===== config.mk =====
export PLATFORM = sky130hd
export DESIGN_NAME = waveform_shaper
export DESIGN_NICKNAME = d
export VERILOG_FILES = /design/src/rtl/waveform_shaper.sv
export SDC_FILE = /design/constraint.sdc
export NUM_CORES = 1
export LEC_CHECK = 0
export BUFFER_PORTS_ARGS = -buffer_cell sky130_fd_sc_hd__buf_2
export CAP_MARGIN = 25
export CORE_UTILIZATION = 65
export DETAILED_ROUTE_END_ITERATION = 8
export PLACE_DENSITY = 0.81
export SLEW_MARGIN = 20
export SYNTH_ARGS = -nofsm -noshare
export SYNTH_HDL_FRONTEND = slang
export SYNTH_SLANG_ARGS = --single-unit
export TNS_END_PERCENT = 20

===== constraint.sdc =====
create_clock -name clk -period 19.24 [get_ports clk]
set_input_delay 3.848 -clock clk [delete_from_list [all_inputs] [get_ports clk]]
set_output_delay 3.848 -clock clk [all_outputs]
set_load 0.1 [all_outputs]

===== src/rtl/waveform_shaper.sv =====
// waveform_shaper: streaming per-frame sample shaper (pass, slew-limited triangle, hysteretic square, pseudo-FM)
// Ports: clk, rst_n (sync, active-low); start/sw begin a frame and pick its mode;
//        in_valid/in_ready/in_data input stream; out_valid/out_ready/out_data/out_last output stream;
//        busy while a frame runs; done pulses after the last output handshake; rdy_flg sticky frame-complete flag.
module waveform_shaper #(
   parameter int DATA_W        = 8,
   parameter int FRAME_LEN     = 256,
   parameter int SLEW_STEP     = 2,
   parameter int HYST          = 8,
   parameter int FM_MAX_PERIOD = 51
) (
   input  logic              clk,
   input  logic              rst_n,
   input  logic              start,
   input  logic [3:0]        sw,
   input  logic              in_valid,
   output logic              in_ready,
   input  logic [DATA_W-1:0] in_data,
   output logic              out_valid,
   input  logic              out_ready,
   output logic [DATA_W-1:0] out_data,
   output logic              out_last,
   output logic              busy,
   output logic              done,
   output logic              rdy_flg
);
   localparam int MAXV = 2**DATA_W - 1;
   localparam int MID  = 2**(DATA_W-1);
   localparam int HI_T = (MID + HYST > MAXV) ? MAXV : MID + HYST;
   localparam int LO_T = (MID - HYST < 0) ? 0 : MID - HYST;
   localparam int CW   = $clog2(FRAME_LEN + 1);
   localparam int PW   = $clog2(FM_MAX_PERIOD + 1);
   localparam int MW   = DATA_W + $clog2(FM_MAX_PERIOD);
   typedef enum logic {IDLE, RUN} state_t;
   state_t state, state_nx;
   logic [3:0] mode_q;
   logic [CW-1:0] cnt;
   logic [DATA_W-1:0] t_q, t_nx, y;
   logic [DATA_W:0] t_up, t_dn;
   logic s_q, s_nx, bit_q, bit_nx, fm_hit;
   logic [PW-1:0] pos_q, pos_inc, fm_step;
   logic [MW-1:0] fm_q;
   logic start_ok, acc, last_hs, first;
   assign busy     = state == RUN;
   assign start_ok = !busy && start;
   assign in_ready = busy && cnt < CW'(FRAME_LEN) && (!out_valid || out_ready);
   assign acc      = in_valid && in_ready;
   assign last_hs  = busy && out_valid && out_ready && out_last;
   assign first    = cnt == '0;
   always_comb begin
      state_nx = state == IDLE ? (start ? RUN : IDLE) : (last_hs ? IDLE : RUN);
   end
   always_ff @(posedge clk) begin
      if (!rst_n) state <= IDLE;
      else        state <= state_nx;
   end
   always_comb begin
      t_up    = {1'b0, t_q} + (DATA_W+1)'(SLEW_STEP);
      // a borrow in t_dn means the step would go below zero, so the input is the floor
      t_dn    = {1'b0, t_q} - (DATA_W+1)'(SLEW_STEP);
      t_nx    = first ? in_data
              : in_data > t_q ? (t_up > {1'b0, in_data} ? in_data : t_up[DATA_W-1:0])
              : in_data < t_q ? ((t_dn[DATA_W] || t_dn < {1'b0, in_data}) ? in_data : t_dn[DATA_W-1:0])
              : t_q;
      s_nx    = first ? in_data >= DATA_W'(MID)
              : s_q ? in_data >= DATA_W'(LO_T) : in_data >= DATA_W'(HI_T);
      fm_q    = MW'(in_data) * MW'(FM_MAX_PERIOD - 1) / MW'(MAXV);
      fm_step = PW'(FM_MAX_PERIOD) - PW'(fm_q);
      pos_inc = pos_q + PW'(1);
      fm_hit  = pos_inc >= fm_step;
      bit_nx  = bit_q ^ fm_hit;
      y       = mode_q == 4'b0001 ? in_data
              : mode_q == 4'b0010 ? t_nx
              : mode_q == 4'b0100 ? {DATA_W{s_nx}}
              : mode_q == 4'b1000 ? {DATA_W{bit_nx}}
              : '0;
   end
   always_ff @(posedge clk) begin
      if (!rst_n) begin
         mode_q    <= '0;
         cnt       <= '0;
         t_q       <= '0;
         s_q       <= 1'b0;
         pos_q     <= '0;
         bit_q     <= 1'b0;
         out_valid <= 1'b0;
         out_data  <= '0;
         out_last  <= 1'b0;
         done      <= 1'b0;
         rdy_flg   <= 1'b0;
      end else begin
         done <= last_hs;
         if (last_hs)       rdy_flg <= 1'b1;
         else if (start_ok) rdy_flg <= 1'b0;
         if (start_ok) begin
            mode_q <= sw;
            cnt    <= '0;
            t_q    <= '0;
            s_q    <= 1'b0;
            pos_q  <= '0;
            bit_q  <= 1'b0;
         end else if (acc) begin
            cnt   <= cnt + 1'b1;
            t_q   <= t_nx;
            s_q   <= s_nx;
            pos_q <= fm_hit ? '0 : pos_inc;
            bit_q <= bit_nx;
         end
         if (acc) begin
            out_valid <= 1'b1;
            out_data  <= y;
            out_last  <= cnt == CW'(FRAME_LEN - 1);
         end else if (out_ready) begin
            out_valid <= 1'b0;
         end
      end
   end
endmodule


==> results by group <==
Finish
  – Layout area overhead: 5.881%
  – Commonest non-fill, non-tap cells in the layout: 74 x ha_1, 64 x nand2_1, 55 x nor2_1, 51 x a21oi_1, 42 x dfxtp_1
  – Layout cells sized above 1: 10.44%
  – Most common cell after layout, fill and taps aside: ha_1
  – Layout net count: 792
  – Finished Cell Area: 5609 µm²
  – Antenna cells: 0

Placement
  – Placer congestion estimate: 0.9776
  – Number of port buffers: 30
  – Dpl hpwl: 10650 µm
  – Placed Area: 5492 µm²
  – Worst slack, placed: 5.505 ns

Worst setup path
  – Delay-heaviest family, CP: compound AO/OA/AOI/OAI gates
  – Critical R2R Capture: out_data[5]
  – Setup crit start: in_data[2]
  – Worst Setup End Kind: register
  – Critical Path Max Stage Delay: 0.74 ns
  – Crit path capture: out_data[1]
  – Critical Path Most Common Cell: a21oi_1
  – Critical path arrival: 13.79 ns
  – CP Depth: 35
  – Setup crit start kind: input port
  – Buffers & Inverters on Critical Path: 2
  – R2R depth: 19
  – Critical path class: input port to register
  – R2r setup slk: 14.99 ns
  – Reg-to-reg startpoint: t_q[1]
  – Slowest cell on the critical path: xnor2_1
  – Crit Path Max Fanout: 13
  – CP required: 19.46 ns

Timing
  – Min cycle time layout: 13.57 ns
  – RSZ-0062 raised after global routing: false
  – Setup TNS: 0 ns
  – # setup viols final: 0
  – Tcrit/Tclk final: 70.53%
  – Setup ws final: 5.670 ns
  – Fmax: 73.69 MHz
  – Final Hold Fails: 0
  – Clock Skews: 0.006207 ns
  – Final Max Slew Viols: 0
  – Worst slew pin tran: 1.003 ns
  – Slew margin rel.: 32.95%

Synth
  – Post-synth top area share: 17.48%
  – Top post-synthesis cells by area: ha_1 17%, dfxtp_1 16%, a21oi_1 4.8%
  – Leading register cell type out of synthesis: dfxtp_1
  – Yosys Warn Count: 0
  – Syn_area_per_cell: 7.791 µm²
  – Sequential area share after synthesis: 15.87%
  – Syn Nets: 774
  – Synth area leader: ha_1
  – Synth cell types: 83
  – Synthesized instance count: 680
  – Yosys reg bits: 42
  – Post-synthesis cell area: 5298 µm²
  – Post-synth EDFFs: 0
  – Post-synth ARST share: 0%

Route
  – Vias per cell: 6.533
  – Routed Antenna Nets: 0
  – Wire per inst: 17.25 µm
  – Vias after detailed routing: 5233
  – Routed wire length: 13820 µm
  – DRC viols: 0
  – Drt initial violations: 279
  – Drt pass-1 iters: 5

Power
  – Int Pwr: 235.8 µW
  – Clk pwr share: 12.8%
  – Leak: 0.002413 µW
  – Power Total: 474.3 µW
  – Seq pwr share: 19.4%
  – Comb pwr share: 67.8%
  – P per Cell Area: 84.56 nW/µm²
  – Switching share of power: 50.28%
  – Peak VDD IR: 0.07095 mV
  – NetSw: 238.5 µW

Min path
  – Worst min path class: register to register
  – Hold path cells: 2

Global routing
  – Largest net degree at the start of global routing: 31
  – Grt ovf: 0
  – First-pass GRT wire length: 23320 µm
  – Vias in the first global route: 5034
  – Initial antenna violation count: 0
  – GRT Total Usage: 33.46%

Clocking
  – Cts bufs inserted: 5
  – H-tree depth: 2
  – Gates resized, CTS repair: 0
  – Maximum buffer depth of the clock tree: 2
  – CTS Hold Bufs: 0
  – CTS clk-pin slew, worst paths: 0.08 ns
  – Root Buffer: clkbuf_8
  – Clock Latency Late Sink: 0.30 ns
  – Clk sinks: 42
  – CTS tree: yes
  – Setup bufs post-CTS: 0

Die
  – Initial core utilization: 67.85%
  – Core Rows: 32
  – Die Y-Extent: 92.28 µm
  – Die W: 92.28 µm
  – Die Area: 8516 µm²
  – I/O Pins: 31
  – Core ar.: 7807 µm²

Run
  – Maxcap violations: 0

Run status
  – Outcome: finished, final reports clean
cells in the mapped netlist (all sizes together) (3+ instances only):
cell type	number
xnor2	22
nand3	24
o21a	12
or3	8
and3	6
a211o	5
nor4b	3
nand2	64
and2	11
or2	3
ha	74
nor3b	4
xor2	17
a22oi	5
nor4	11
a31oi	9
a21boi	6
nor2b	14
o211ai	5
a211oi	15
nor3	16
inv	35
clkbuf	20
o31ai	5
nor2	55
o31a	6
fa	3
o211a	4
o221ai	4
mux2i	13
dfxtp	42
a21oi	51
nand4	7
nand2b	10
o21ai	38
o22ai	6
a21o	10
metal layers:
metal | vias up | track usage (%) | wire [µm]
met4 | 0 | 13.67 | 395
met3 | 43 | 4.229 | 666
met1 | 2460 | 40.49 | 5999
li1 | 2541 | - | -
met5 | - | 0 | 0
met2 | 189 | 59.45 | 6756
metrics by stage:
| stage | cells | utilization, % | hold WS, ns |
|---|---|---|---|
| after global placement | 791 | 70.34 | 0.4564 |
| after floorplan | 680 | - | 0.4441 |
| final | 801 | 71.84 | 0.4739 |
| after CTS | 799 | 71.55 | 0.4767 |
| after global routing | 801 | 71.84 | 0.4882 |
| after detailed placement | 791 | 70.34 | 0.4644 |
cell type report:
class | count | area [µm²]
clock inverters | 2 | 12.51
well taps | 102 | 127.6
inverters | 36 | 135.1
repair buffers | 33 | 180.2
flip-flops and latches | 42 | 840.8
fillers | 648 | 2198
clock buffers | 6 | 82.58
multi-input cells | 580 | 4230
worst min-delay path by stage:
stage / startpoint / endpoint
3_5_place_dp: rdy_flg / rdy_flg
4_1_cts: rdy_flg / rdy_flg
6_report: rdy_flg / rdy_flg
2_1_floorplan: pos_q[1] / pos_q[1]
5_1_grt: rdy_flg / rdy_flg
3_3_place_gp: pos_q[5] / pos_q[5]
sequential cells by signal, summed over array words and instances, names as in the netlist, 4 cells and up:
name      count
cnt           9
out_data      8
t_q           8
pos_q         6
mode_q        4
power by group through the flow:
stage	registers (µW)	logic, µW	clock network, µW
3_5_place_dp	94.1	313	0
2_1_floorplan	99.3	246	0
3_3_place_gp	93.8	305	0
6_report	92.2	321	60.8
5_1_grt	92.5	352	65.1
4_1_cts	92.0	315	61.9
logic make-up (layout without fill, tap and decap cells):
group,count (synthesis),after routing,synth area share [%]
mux,15,15,2.881
buf+inv,58,77,4.275
flops,42,42,15.87
xor+xnor,39,39,6.873
simple gates,245,245,24.40
fa+ha+maj,77,77,18.61
compound gates,204,204,27.09
worst min-delay path, cell delays in order (launching register included):
cell and delay [ns]:
dfxtp_1 0.31, inv_1 0.05, o22ai_1 0.07
No activity file was read; power rests on OpenSTA's default activity.
